==> config.mk <==
export PLATFORM = sky130hd
export DESIGN_NAME = chess_clock_display_flat
export DESIGN_NICKNAME = d
export VERILOG_FILES = /design/src/rtl/chess_clock_display_pkg.sv /design/src/rtl/chess_clock_display_if.sv /design/src/rtl/chess_clock_display_bcd_to_7seg.sv /design/src/rtl/chess_clock_display.sv /design/src/flat_wrapper.sv
export SDC_FILE = /design/constraint.sdc
export NUM_CORES = 1
export LEC_CHECK = 0
export ABC_AREA = 0
export CORE_ASPECT_RATIO = 0.8
export CORE_MARGIN = 4
export CORE_UTILIZATION = 40
export DETAILED_ROUTE_END_ITERATION = 10
export PLACE_DENSITY = 0.68
export SLEW_MARGIN = 15
export SYNTH_ARGS = -nofsm -noshare
export SYNTH_HDL_FRONTEND = slang
export SYNTH_HIERARCHICAL = 1
export SYNTH_SLANG_ARGS = --single-unit
export TNS_END_PERCENT = 100
==> constraint.sdc <==
create_clock -name clk -period 7.8 [get_ports clk]
set_input_delay 0.78 -clock clk [delete_from_list [all_inputs] [get_ports clk]]
set_output_delay 0.78 -clock clk [all_outputs]
set_load 0.01 [all_outputs]
==> src/rtl/chess_clock_display_pkg.sv <==
// Shared constants for the chess clock display: field slices of the packed
// M:SS countdown, the power-on time shown before the first snapshot, and glyphs.
package chess_clock_display_pkg;

    localparam int MIN_HI  = 9;
    localparam int MIN_LO  = 7;
    localparam int TENS_HI = 6;
    localparam int TENS_LO = 4;
    localparam int ONES_HI = 3;
    localparam int ONES_LO = 0;

    localparam logic [9:0] RESET_TIME = 10'h2B9;

    // Segment order {g,f,e,d,c,b,a}, active-low.
    localparam logic [6:0] GLYPH_BLANK = 7'h7F;
    localparam logic [6:0] GLYPH_DASH  = 7'b0111111;
    localparam logic [6:0] GLYPH_E     = 7'b0000110;

    typedef enum logic [1:0] {
        FIELD_NONE,
        FIELD_MIN,
        FIELD_TENS,
        FIELD_ONES
    } field_e;

endpackage

==> src/rtl/chess_clock_display_if.sv <==
// Timer-to-display bundle: two packed countdowns and the move bit in,
// multiplexed active-low anode/segment/decimal-point drive out.
interface chess_clock_display_if;
    logic [9:0] countdown_white;
    logic [9:0] countdown_black;
    logic       turn;
    logic [7:0] an;
    logic [6:0] seg;
    logic       dp;

    modport master (
        output countdown_white, countdown_black, turn,
        input  an, seg, dp
    );

    modport slave (
        input  countdown_white, countdown_black, turn,
        output an, seg, dp
    );
endinterface

==> src/rtl/chess_clock_display_bcd_to_7seg.sv <==
// Combinational BCD digit to active-low 7-segment glyph; codes 10-15 show 'E'.
module bcd_to_7seg
    import chess_clock_display_pkg::*;
(
    input  logic [3:0] digit,
    output logic [6:0] seg
);

    always_comb begin
        seg = GLYPH_E;
        case (digit)
            4'd0:    seg = 7'b1000000;
            4'd1:    seg = 7'b1111001;
            4'd2:    seg = 7'b0100100;
            4'd3:    seg = 7'b0110000;
            4'd4:    seg = 7'b0011001;
            4'd5:    seg = 7'b0010010;
            4'd6:    seg = 7'b0000010;
            4'd7:    seg = 7'b1111000;
            4'd8:    seg = 7'b0000000;
            4'd9:    seg = 7'b0010000;
            default: seg = GLYPH_E;
        endcase
    end

endmodule

==> src/rtl/chess_clock_display.sv <==
// Eight-digit multiplexed display of both chess clocks (White left, Black right)
// with a per-frame snapshot, flag dashes and a blinking decimal point for the side to move.
module chess_clock_display #(
    parameter int CLK_HZ     = 100_000_000,
    parameter int REFRESH_HZ = 1000,
    parameter int BLINK_HZ   = 2
) (
    input logic                  clk,
    input logic                  rst,
    chess_clock_display_if.slave disp
);
    import chess_clock_display_pkg::*;

    localparam int DIV = CLK_HZ / (REFRESH_HZ * 8);
    localparam int HB  = CLK_HZ / (2 * BLINK_HZ);
    localparam int RW  = $clog2(DIV);
    localparam int HW  = $clog2(HB);
    localparam logic [RW-1:0] DIV_LAST = RW'(DIV - 1);
    localparam logic [HW-1:0] HB_LAST  = HW'(HB - 1);

    logic [RW-1:0] refresh_cnt;
    logic [HW-1:0] blink_cnt;
    logic          blink_phase;
    logic [2:0]    idx;
    logic          scanning;
    logic [9:0]    shadow_white;
    logic [9:0]    shadow_black;
    logic          shadow_turn;
    logic          digit_tick;

    field_e        field;
    logic [9:0]    side_time;
    logic          side_flag;
    logic          side_turn;
    logic [3:0]    nibble;
    logic [6:0]    glyph;
    logic [7:0]    an_next;
    logic [6:0]    seg_next;
    logic          dp_next;
    logic [7:0]    an_q;
    logic [6:0]    seg_q;
    logic          dp_q;

    assign digit_tick = (refresh_cnt == DIV_LAST);

    // Shadows are only reloaded as the scan returns to digit 0, so a frame never mixes two times.
    always_ff @(posedge clk or posedge rst) begin
        if (rst) begin
            refresh_cnt  <= '0;
            idx          <= '0;
            scanning     <= 1'b0;
            shadow_white <= RESET_TIME;
            shadow_black <= RESET_TIME;
            shadow_turn  <= 1'b0;
        end else begin
            refresh_cnt <= digit_tick ? '0 : refresh_cnt + RW'(1);
            if (digit_tick) begin
                idx      <= idx + 3'd1;
                scanning <= 1'b1;
                if (idx == 3'd7) begin
                    shadow_white <= disp.countdown_white;
                    shadow_black <= disp.countdown_black;
                    shadow_turn  <= disp.turn;
                end
            end
        end
    end

    always_ff @(posedge clk or posedge rst) begin
        if (rst) begin
            blink_cnt   <= '0;
            blink_phase <= 1'b0;
        end else if (blink_cnt == HB_LAST) begin
            blink_cnt   <= '0;
            blink_phase <= ~blink_phase;
        end else begin
            blink_cnt <= blink_cnt + HW'(1);
        end
    end

    // idx[2] selects White (7..4) or Black (3..0); idx[1:0] == 3 is the blank gap.
    always_comb begin
        field     = FIELD_NONE;
        side_time = idx[2] ? shadow_white : shadow_black;
        side_turn = idx[2] ? ~shadow_turn : shadow_turn;
        side_flag = (side_time == 10'h000);
        nibble    = 4'd0;
        case (idx[1:0])
            2'd2:    field = FIELD_MIN;
            2'd1:    field = FIELD_TENS;
            2'd0:    field = FIELD_ONES;
            default: field = FIELD_NONE;
        endcase
        case (field)
            FIELD_MIN:  nibble = {1'b0, side_time[MIN_HI:MIN_LO]};
            FIELD_TENS: nibble = {1'b0, side_time[TENS_HI:TENS_LO]};
            FIELD_ONES: nibble = side_time[ONES_HI:ONES_LO];
            default:    nibble = 4'd0;
        endcase
    end

    bcd_to_7seg u_dec (
        .digit (nibble),
        .seg   (glyph)
    );

    always_comb begin
        an_next  = ~(8'b1 << idx);
        seg_next = glyph;
        if (field == FIELD_NONE) begin
            seg_next = GLYPH_BLANK;
        end else if (side_flag) begin
            seg_next = GLYPH_DASH;
        end else if (field == FIELD_TENS && nibble > 4'd5) begin
            seg_next = GLYPH_E;
        end
        dp_next = ~(field == FIELD_MIN && side_turn && !side_flag && blink_phase);
    end

    always_ff @(posedge clk or posedge rst) begin
        if (rst) begin
            an_q  <= 8'hFF;
            seg_q <= GLYPH_BLANK;
            dp_q  <= 1'b1;
        end else if (scanning) begin
            an_q  <= an_next;
            seg_q <= seg_next;
            dp_q  <= dp_next;
        end
    end

    assign disp.an  = an_q;
    assign disp.seg = seg_q;
    assign disp.dp  = dp_q;

endmodule

==> src/flat_wrapper.sv <==
// flat-port wrapper written by rule: the top's interface ports become plain ports
module chess_clock_display_flat import chess_clock_display_pkg::*;
#(
    parameter int CLK_HZ     = 100_000_000,
    parameter int REFRESH_HZ = 1000,
    parameter int BLINK_HZ   = 2
)
  (clk, rst, disp_countdown_white, disp_countdown_black, disp_turn, disp_an, disp_seg, disp_dp);
  chess_clock_display_if disp_i ();
  input logic clk;
  input logic rst;
  input wire logic [$bits(disp_i.countdown_white)-1:0] disp_countdown_white;
  input wire logic [$bits(disp_i.countdown_black)-1:0] disp_countdown_black;
  input wire logic [$bits(disp_i.turn)-1:0] disp_turn;
  output wire logic [$bits(disp_i.an)-1:0] disp_an;
  output wire logic [$bits(disp_i.seg)-1:0] disp_seg;
  output wire logic [$bits(disp_i.dp)-1:0] disp_dp;
  assign disp_i.countdown_white = disp_countdown_white;
  assign disp_i.countdown_black = disp_countdown_black;
  assign disp_i.turn = disp_turn;
  assign disp_an = disp_i.an;
  assign disp_seg = disp_i.seg;
  assign disp_dp = disp_i.dp;
  chess_clock_display #(.CLK_HZ(CLK_HZ), .REFRESH_HZ(REFRESH_HZ), .BLINK_HZ(BLINK_HZ)) u_core (.clk(clk), .rst(rst), .disp(disp_i));
endmodule
; ---- After elaboration in Yosys (flattened, before gate mapping)
; Memories as Yosys holds them, arrays and structs flattened.
; Index checks and enable logic that the tools add are counted.
[totals]
register_bits = 81
rom_bits = 112
input_bits = 23
output_inout_bits = 16
elab_cells = 47
mem_count = 1
[memory_table]
columns = memory, words, width, rd, rd_ports_with_merged_regs, wr, line_no
row1 = (name not given), 16, 7, 1, 0, 0, chess_clock_display_bcd_to_7seg.sv:11  ; case (digit)
[op_classes]
add_sub_neg = 3
order_cmp = 1
eq_ne = 8
n_shift = 1
n_mux = 9
n_bitwise = 4
reduce_logical = 9
[ops]
columns = operator, count
row1 = "adder 25 x 1 -> 25 bit, second input constant", 1
row2 = "== test 25 bit, second input constant", 1
row3 = 2-to-1 mux 25 bit, 1
row4 = 2-to-1 mux 7 bit, 3
row5 = "adder 14 x 1 -> 14 bit, second input constant", 1
row6 = "== test 14 bit, second input constant", 1
row7 = 2-to-1 mux 14 bit, 1
row8 = one-hot mux 4 bit (3 select lines), 1
row9 = logical NOT 10 bit, 1
row10 = 2-to-1 mux 10 bit, 1
row11 = NOT 8 bit, 1
row12 = "left shift 1 x 3 -> 8 bit, first input constant", 1
row13 = "== test 2 bit, second input constant", 3
row14 = one-hot mux 2 bit (3 select lines), 1
row15 = "== test 2 x 1 -> 1 bit, second input constant", 2
row16 = "greater-than comparator 4 x 3 -> 1 bit, second input constant", 1
row17 = logical AND 1 bit, 4
row18 = logical NOT 2 bit, 2
row19 = "adder 3 x 1 -> 3 bit, second input constant", 1
row20 = "== test 3 bit, second input constant", 1
row21 = NOT 1 bit, 3
row22 = AND reduction 2 bit, 1
row23 = logical NOT 1 bit, 1
row24 = 2-to-1 mux 1 bit, 1

; ---- Longest topological paths before layout
; Gate-level depths: netlist (run 1).
[depth]
word_depth = 9
mapped_depth = 10

; ---- Cells and area by module
; The synthesis (run 1) kept the hierarchy.
[modules_own_cells]
columns = module, instances, cells_each, area_each_um2, seq_area_each_um2
row1 = chess_clock_display, 1, 337, 3930.0, 2062.0
row2 = bcd_to_7seg, 1, 27, 186.4, 0.0

; ---- Worst setup path before layout (run 1)
; Ideal clock, no wire load.
[synth_timing]
kind = reg-to-reg
start = reg u_core.idx[2]
end = reg u_core.seg_q[1], in the netlist u_core/disp.seg[1]
setup_ns = 0.083
t_arrival_ns = 2.452
required_ns = 7.717
path_slack_ns = 5.265
stages_incl_launch_ff = 11
path_buffers = 2
path_cell_list = dfrtp_1 > buf_2 > buf_1 > mux2_2 > a222oi_1 > nor2_1 > inv_1 > ha_1 > nor2_1 > nor2_1 > o32a_1
[synth_between]
elab_cells_between_ends = 9
cone_classes = order compare (1) / mux (5) / reduce/logical (2) / memory (1)
[synth_rtl]
columns = element, line_no
row1 = "start, declared", chess_clock_display.sv:24  ; logic [2:0] idx;
row2 = "start signal, assigned", chess_clock_display.sv:58  ; idx <= idx + 3'd1;
row3 = 2-to-1 mux 10 bit, chess_clock_display.sv:84  ; side_time = idx[2] ? shadow_white : shadow_black;
row4 = one-hot mux 4 bit (3 select lines), chess_clock_display.sv:94  ; case (field)
row5 = net u_core.nibble[0], chess_clock_display.sv:35  ; logic [3:0] nibble;
row6 = memory (16 x 7 bit), n/a
row7 = net u_core.glyph[1], chess_clock_display.sv:36  ; logic [6:0] glyph;
row8 = 2-to-1 mux 7 bit, chess_clock_display.sv:114  ; end else if (field == FIELD_TENS && nibble > 4'd5) begin
row9 = 2-to-1 mux 7 bit, chess_clock_display.sv:112  ; end else if (side_flag) begin
row10 = 2-to-1 mux 7 bit, chess_clock_display.sv:110  ; if (field == FIELD_NONE) begin
row11 = "end signal, assigned", chess_clock_display.sv:127  ; seg_q <= seg_next;
row12 = "end, declared", chess_clock_display.sv:41  ; logic [6:0] seg_q;
; The timed path passes the listed nets, and every way through them passes these cells.
; A chain may end at the register's enable or synchronous reset.

; ---- Worst setup path in the final report (run 1)
[layout_timing]
start = reg u_core.refresh_cnt[0]
end = reg u_core.shadow_turn
[layout_between]
elab_chain_cells = 2
[layout_lines]
columns = element, line_no
row1 = "start, declared", chess_clock_display.sv:21  ; logic [RW-1:0] refresh_cnt;
row2 = "start signal, assigned", chess_clock_display.sv:56  ; refresh_cnt <= digit_tick ? '0 : refresh_cnt + RW'(1);
row3 = == test 14 bit, chess_clock_display.sv:44  ; assign digit_tick = (refresh_cnt == DIV_LAST);
row4 = AND reduction 2 bit (no line), n/a
row5 = "end signal, assigned", chess_clock_display.sv:63  ; shadow_turn <= disp.turn;
row6 = "end, declared", chess_clock_display.sv:28  ; logic shadow_turn;
; No other way between the ends.

==> reports/metrics.yaml, run 1 <==
outcome: "finished, final reports clean"
rsz0062_at_grt: "false"
worstPathRequired_ns: 8.02
fin_crit_sh_pct: 37.64
path_max_fanout: 21
synth_seq_cells: 81
r2r_slack_ns: 4.86
antenna_found_initial: 0
async_flop_share_pct: 100.0
wl_per_cell_um: 14.63
cts_buffer_depth: 2
total_power_w: 0.0009504
topRoutingLayerUsed: "met4"
synthFlopType: "dfrtp_1"
gr-total-overflow: 0
power_leakage_nw: 2.079
synth-xor-area-share_pct: 7.021
synth_edf_count: 0
die_h_um: 98.74
drv_slew: 0
cts_setup_buffers: 0
die_area_um2: 11990
syn_avg_cell_area_um2: 11.31
end_kind: "flip-flop"
yosys_warnings: 6
io_pins: 39
track_usage_pct: 14.60
met3WireLength_um: 289
routed-wl-met2_um: 3574
worst_clock_skew_ns: 0.004317
vias: 2780
max-slew-margin-rel_pct: 33.60
clock-sinks: 81
power_frac_seq_pct: 45.6
cp_cell_sequence: "ha_1 > nor4b_1 > nand3_1 > nor4_4 > nand2_2 > mux2_4"
synth_top_family_by_area: "simple AND/OR/NAND/NOR gates"
synth_nets: 402
worstPathArrival_ns: 3.15
clock_latency_ns: 0.33
layout_commonest_cell: "dfrtp_1"
row_count: 32
firstDrtPassIters: 4
hold_viol: 0
cpMaxStageDelayCell: "nor4_4"
numPortBuffers: 38
drive_above_1_share_pct: 21.62
hp-class: "flip-flop to flip-flop"
power.share.switching_pct: 19.47
avgViaCountPerCell: 5.120
grt_pass1_vias: 2880
cts_inserted_buffers: 9
power_switching_w: 0.0001850
syn_inst: 364
ant_nets: 0
synth_mux_area_share_pct: 11.49
start_util_pct: 41.79
grt_pass1_wl_um: 14050
tightestPinTransition_ns: 0.9960
yosysUniqueCellTypes: 47
drt-total-wl_um: 7945
core_um2: 9849
gp_congestion: 0.7869
crit_buf_inv: 0
critPathTopFamily: "simple AND/OR/NAND/NOR gates"
cts_tree: "built"
area_growth_pct: 20.00
htree_levels: 3
nets: 440
seq_area_frac_synth_pct: 50.09
worstSetupStartpointType: "flip-flop"
cpPeakStageDelay_ns: 0.72
period_needed_ns: 2.936
grt_max_degree: 82
peakVddDrop_mv: 0.09827
dpl_cell_area_um2: 4603
synth_simple_gate_area_share_pct: 16.99
synthesis.area_um2: 4116
fin_area_um2: 4940
postCtsHoldBufs: 0
postLayoutCoreUtil_pct: 50.15
drv_cap: 0
diodes: 0
power_frac_comb_pct: 4.3
clockPowerShare_pct: 50.1
cts_resized: 0
root_buffer: "clkbuf_16"
fp.dieW_um: 121.4
tns_ns: 0
powerDensity_nw_per_um2: 192.4
drt_iter0_markers: 157
drc_errors: 0
synth-adder-area-share_pct: 4.559
synth-compound-area-share_pct: 6.748
intPower_w: 0.0007654
setup_viol: 0
clk_pin_slew_ns: 0.06
dp_hpwl_um: 5634
critPathKind: "flip-flop to flip-flop"
final_cell_mix: "dfrtp_1, clkdlybuf4s50_1, nor2_1"
drt-met1-wl_um: 4013
fmax_mhz: 340.7
area by class of cell:
| type | count | area, um2 |
|---|---|---|
| Clock buffer | 11 | 232.7 |
| Fill cell | 895 | 4910 |
| Inverter | 15 | 56.30 |
| Timing Repair Buffer | 39 | 387.9 |
| Sequential cell | 81 | 2062 |
| Clock inverter | 5 | 103.9 |
| Tap cell | 136 | 170.2 |
| Multi-Input combinational cell | 256 | 1927 |
path summary, 6_finish.rpt:
kind | start | to | cells after the start
min | u_core/blink_cnt[0] | u_core/blink_cnt[0] | 1
max in group asynchronous | rst | u_core/blink_cnt[5] | 3
min in group asynchronous | rst | u_core/blink_cnt[13] | 3
min reg2reg | u_core/blink_cnt[0] | u_core/blink_cnt[0] | 1
max | u_core/refresh_cnt[0] | u_core/shadow_turn | 6
max reg2reg | u_core/refresh_cnt[0] | u_core/shadow_turn | 6
through the flow:
step	hold slack, ns	worst slack, ns	instances
detailed placement	0.4493	4.878	527
finish	0.4559	4.864	543
global placement	0.4383	4.928	527
floorplan	0.4245	4.986	364
global route	0.4808	4.606	543
CTS	0.4570	4.861	543
state kept, by name, summed over array words and instances (netlist names):
name                 cells
u_core/shadow_white     10
u_core/disp.an           8
u_core/blink_phase       1
u_core/disp.seg          7
u_core/refresh_cnt      14
u_core/idx               3
u_core/scanning          1
u_core/blink_cnt        25
u_core/shadow_turn       1
u_core/shadow_black     10
u_core/disp.dp           1
cell families after synthesis:
| group | count (synthesis) |
|---|---|
| AND/OR/NAND/NOR | 132 |
| flip-flops | 81 |
| AO/OA/AOI/OAI | 40 |
| multiplexers | 36 |
| XOR/XNOR | 33 |
| buffers and inverters | 27 |
| adder cells (fa/ha/maj) | 15 |
synthesized netlist by cell type, types with 2 or more instances:
library cell	n	area, um2
o32a_1	2	20.02
inv_1	15	56.30
dfrtp_1	53	1326
a21oi_1	9	45.04
nor4b_1	3	26.28
nand2_1	24	90.09
or2_1	2	12.51
o221a_2	4	45.04
o22ai_1	3	18.77
nand2_2	2	12.51
xor2_1	13	113.9
nand4_1	6	37.54
buf_1	2	7.510
or3_1	2	12.51
buf_2	3	15.01
and3_1	5	31.28
xnor2_1	20	175.2
nor3_1	5	25.02
clkbuf_1	4	15.01
nor2b_1	2	12.51
and4_1	3	26.28
nor2_1	38	142.6
mux2i_1	6	60.06
and2_1	5	31.28
or2_2	2	12.51
nor4_1	7	43.79
a31oi_1	7	43.79
buf_6	3	33.78
a222oi_1	2	20.02
ha_1	15	187.7
mux2_4	20	300.3
or4_1	3	22.52
mux2_2	10	112.6
o21ai_0	7	35.03
dfstp_2	28	735.7
nand3_1	15	75.07
nand2b_1	3	18.77
or4b_2	2	20.02
power groups by stage:
| stage | Clock (W) | Combinational (W) | Sequential (W) |
|---|---|---|---|
| floorplan | 0 | 0.0000255 | 0.000439 |
| global placement | 0 | 0.0000407 | 0.000440 |
| detailed placement | 0 | 0.0000417 | 0.000440 |
| CTS | 0.000488 | 0.0000418 | 0.000433 |
| global route | 0.000509 | 0.0000456 | 0.000434 |
| finish | 0.000476 | 0.0000407 | 0.000433 |
layer usage:
layer	track usage (%)	vias to the layer above
met4	3.618	0
met5	0	-
met1	20.94	1371
met3	4.819	7
li1	-	1360
met2	21.40	42
Note: power is estimated with default switching activity, not from simulation.
==> run 2, diff against run 1 <==
PLACE_DENSITY = 0.7   (was 0.68)
clock period = 2.7 ns   (was 7.8 ns; I/O delays follow)
==> run 2 against run 1 <==
Compared with the run above: total power grew to 2.6 times the previous value; cell count grew 1.5%; clock skew grew 0.00089 ns; worst setup slack lost 4.6 ns; largest cell class unchanged.
==> reports/metrics.yaml, run 2 (synthesized netlist as in run 1, its figures left out) <==
drv_cap: 0  # unchanged
total_power_w: 0.002517  # +160%
period_needed_ns: 2.444  # -0.4920 ns
die_h_um: 98.74  # unchanged
final_cell_mix: "dfrtp_1, clkdlybuf4s50_1, nor2_1"
clock_latency_ns: 0.34  # about the same
hp-class: "input pin to async pin"
powerDensity_nw_per_um2: 508.2  # +160%
wl_per_cell_um: 15.27  # +4.4%
r2r_slack_ns: 0.26  # -4.61 ns
layout_commonest_cell: "dfrtp_1"
postCtsHoldBufs: 0  # unchanged
root_buffer: "clkbuf_16"
worstRegToRegCells: 7  # +1
peakVddDrop_mv: 0.3271  # +230%
cts_inserted_buffers: 9  # unchanged
regMostFlops: "u_core/blink_cnt"
hold_viol: 0  # unchanged
multi_input_comb_area_um2: 1927  # unchanged
grt_max_degree: 34  # -59%
power_leakage_nw: 2.093  # +0.69%
start_util_pct: 41.79  # unchanged
grt_pass1_vias: 2872  # -0.28%
fmax_mhz: 409.2  # +20%
max-slew-margin-rel_pct: 48.09  # +14 points
tightestPinTransition_ns: 0.7757  # -0.2203 ns
drc_errors: 0  # unchanged
largest_reg_flops: 25  # unchanged
track_usage_pct: 14.82  # +0.22 points
drt_iter0_markers: 193  # +23%
worst_clock_skew_ns: 0.005202  # +0.0008851 ns
dp.cells: 535  # +1.5%
cts_tree: "built"
vias: 2839  # +2.1%
io_pins: 39  # unchanged
fin_crit_sh_pct: 90.50  # +53 points
gr-total-overflow: 0  # unchanged
cts_resized: 0  # unchanged
area_growth_pct: 20.30
drive_above_1_share_pct: 22.89  # +1.3 points
grt_pass1_wl_um: 14280  # +1.7%
avgViaCountPerCell: 5.152  # +0.64%
worstPathArrival_ns: 2.70  # -0.45 ns
outcome: "finished, final reports clean"
htree_levels: 3  # unchanged
row_count: 32  # unchanged
largestRegisters: "u_core/blink_cnt (25), u_core/refresh_cnt (14)"
end_kind: "flip-flop"
setup_viol: 0  # unchanged
nFillCells: 905  # +1.1%
drv_slew: 0  # unchanged
ant_nets: 0  # unchanged
worstPathRequired_ns: 2.96  # -5.06 ns
r2r_end: "u_core/disp.seg[2]"
die_area_um2: 11990  # unchanged
cts_setup_buffers: 0  # unchanged
drt-total-wl_um: 8414  # +5.9%
r2r-start: "u_core/idx[2]"
numPortBuffers: 38  # unchanged
cts_buffer_depth: 2  # unchanged
gp_congestion: 0.8279  # +5.2%
clock-sinks: 81  # unchanged
final_cells: 551  # +1.5%
rsz0062_at_grt: "false"
critPathKind: "flip-flop to flip-flop"
sequential_cell_area_um2: 2062  # unchanged
path_max_fanout: 11  # -48%
firstDrtPassIters: 5  # +1
clk_pin_slew_ns: 0.06  # about the same
finalWorstSetupSlack_ns: 0.2564  # -4.608 ns
diodes: 0  # unchanged
antenna_found_initial: 0  # unchanged
dp_hpwl_um: 6054  # +7.5%
tns_ns: 0  # unchanged
worstSetupStartpointType: "flip-flop"
nets: 448  # +1.8%
core_um2: 9849  # unchanged
fp.dieW_um: 121.4  # unchanged
dp_slack_ns: 0.3109  # -4.567 ns
==> run 2: changes by cell type in the layout (fill, tap and decap cells not counted) <==
| cell | change |
|---|---|
| clkinvlp_4 | +1 |
| buf_4 | +7 |
| clkbuf_8 | +2 |
| inv_6 | -1 |
| buf_12 | +1 |
| bufinv_16 | -3 |
| clkbuf_1 | +1 |
==> run 2: area by class of cell <==
cell class                 instances  share of cell area, %
clock buffer                      14                  5.331
clock inverter                     2                 0.2527
inverter                          15                  1.137
multi-input combinational        256                  38.91
sequential                        81                  41.64
tap                              136                  3.436
timing repair buffer              47                  9.298
==> run 2: worst max-delay path by stage <==
stage	from	to	slack, ns	cells past startpoint
6_report	u_core/idx[2]	u_core/disp.seg[2]	0.26	7
5_1_grt	u_core/idx[2]	u_core/disp.seg[3]	0.04	9
4_1_cts	u_core/idx[2]	u_core/disp.seg[2]	0.30	7
3_5_place_dp	u_core/idx[2]	u_core/disp.seg[1]	0.31	9
3_3_place_gp	u_core/idx[2]	u_core/disp.seg[1]	0.38	9
2_1_floorplan	u_core/idx[2]	u_core/disp.seg[1]	0.16	10
==> run 2: routing by layer <==
metal / global-route usage, % / part of all wire (%) / wire, um / vias up
met5: 0 / 0 / 0 / -
met4: 5.943 / 1.8 / 153 / 0
met3: 3.729 / 4.1 / 345 / 14
met2: 20.98 / 43 / 3649 / 62
met1: 21.70 / 51 / 4266 / 1391
li1: - / - / - / 1372
==> run 2: power breakdown <==
part           switching [W]  total [W]  internal (W)
clock network       0.000465    0.00114      0.000672
logic              0.0000537   0.000124     0.0000707
registers          0.0000157    0.00126       0.00124
total               0.000534    0.00252       0.00198
==> run 2: worst max-delay path, stage by stage (launching register included) <==
cell and delay (ns):
dfrtp_1 0.56, buf_4 0.23, mux2_2 0.34, a222oi_1 0.31, nor2_1 0.12, or2_1 0.27, a22o_1 0.19, o32a_1 0.34
==> run 2: metrics by stage <==
step	util [%]	hold WS [ns]	cell area [um2]
after floorplan	-	0.4177	4116
after global placement	47.47	0.4360	4676
after detailed placement	47.47	0.4500	4676
after CTS	50.28	0.3049	4952
after global routing	50.28	0.3467	4952
final	50.28	0.2922	4952
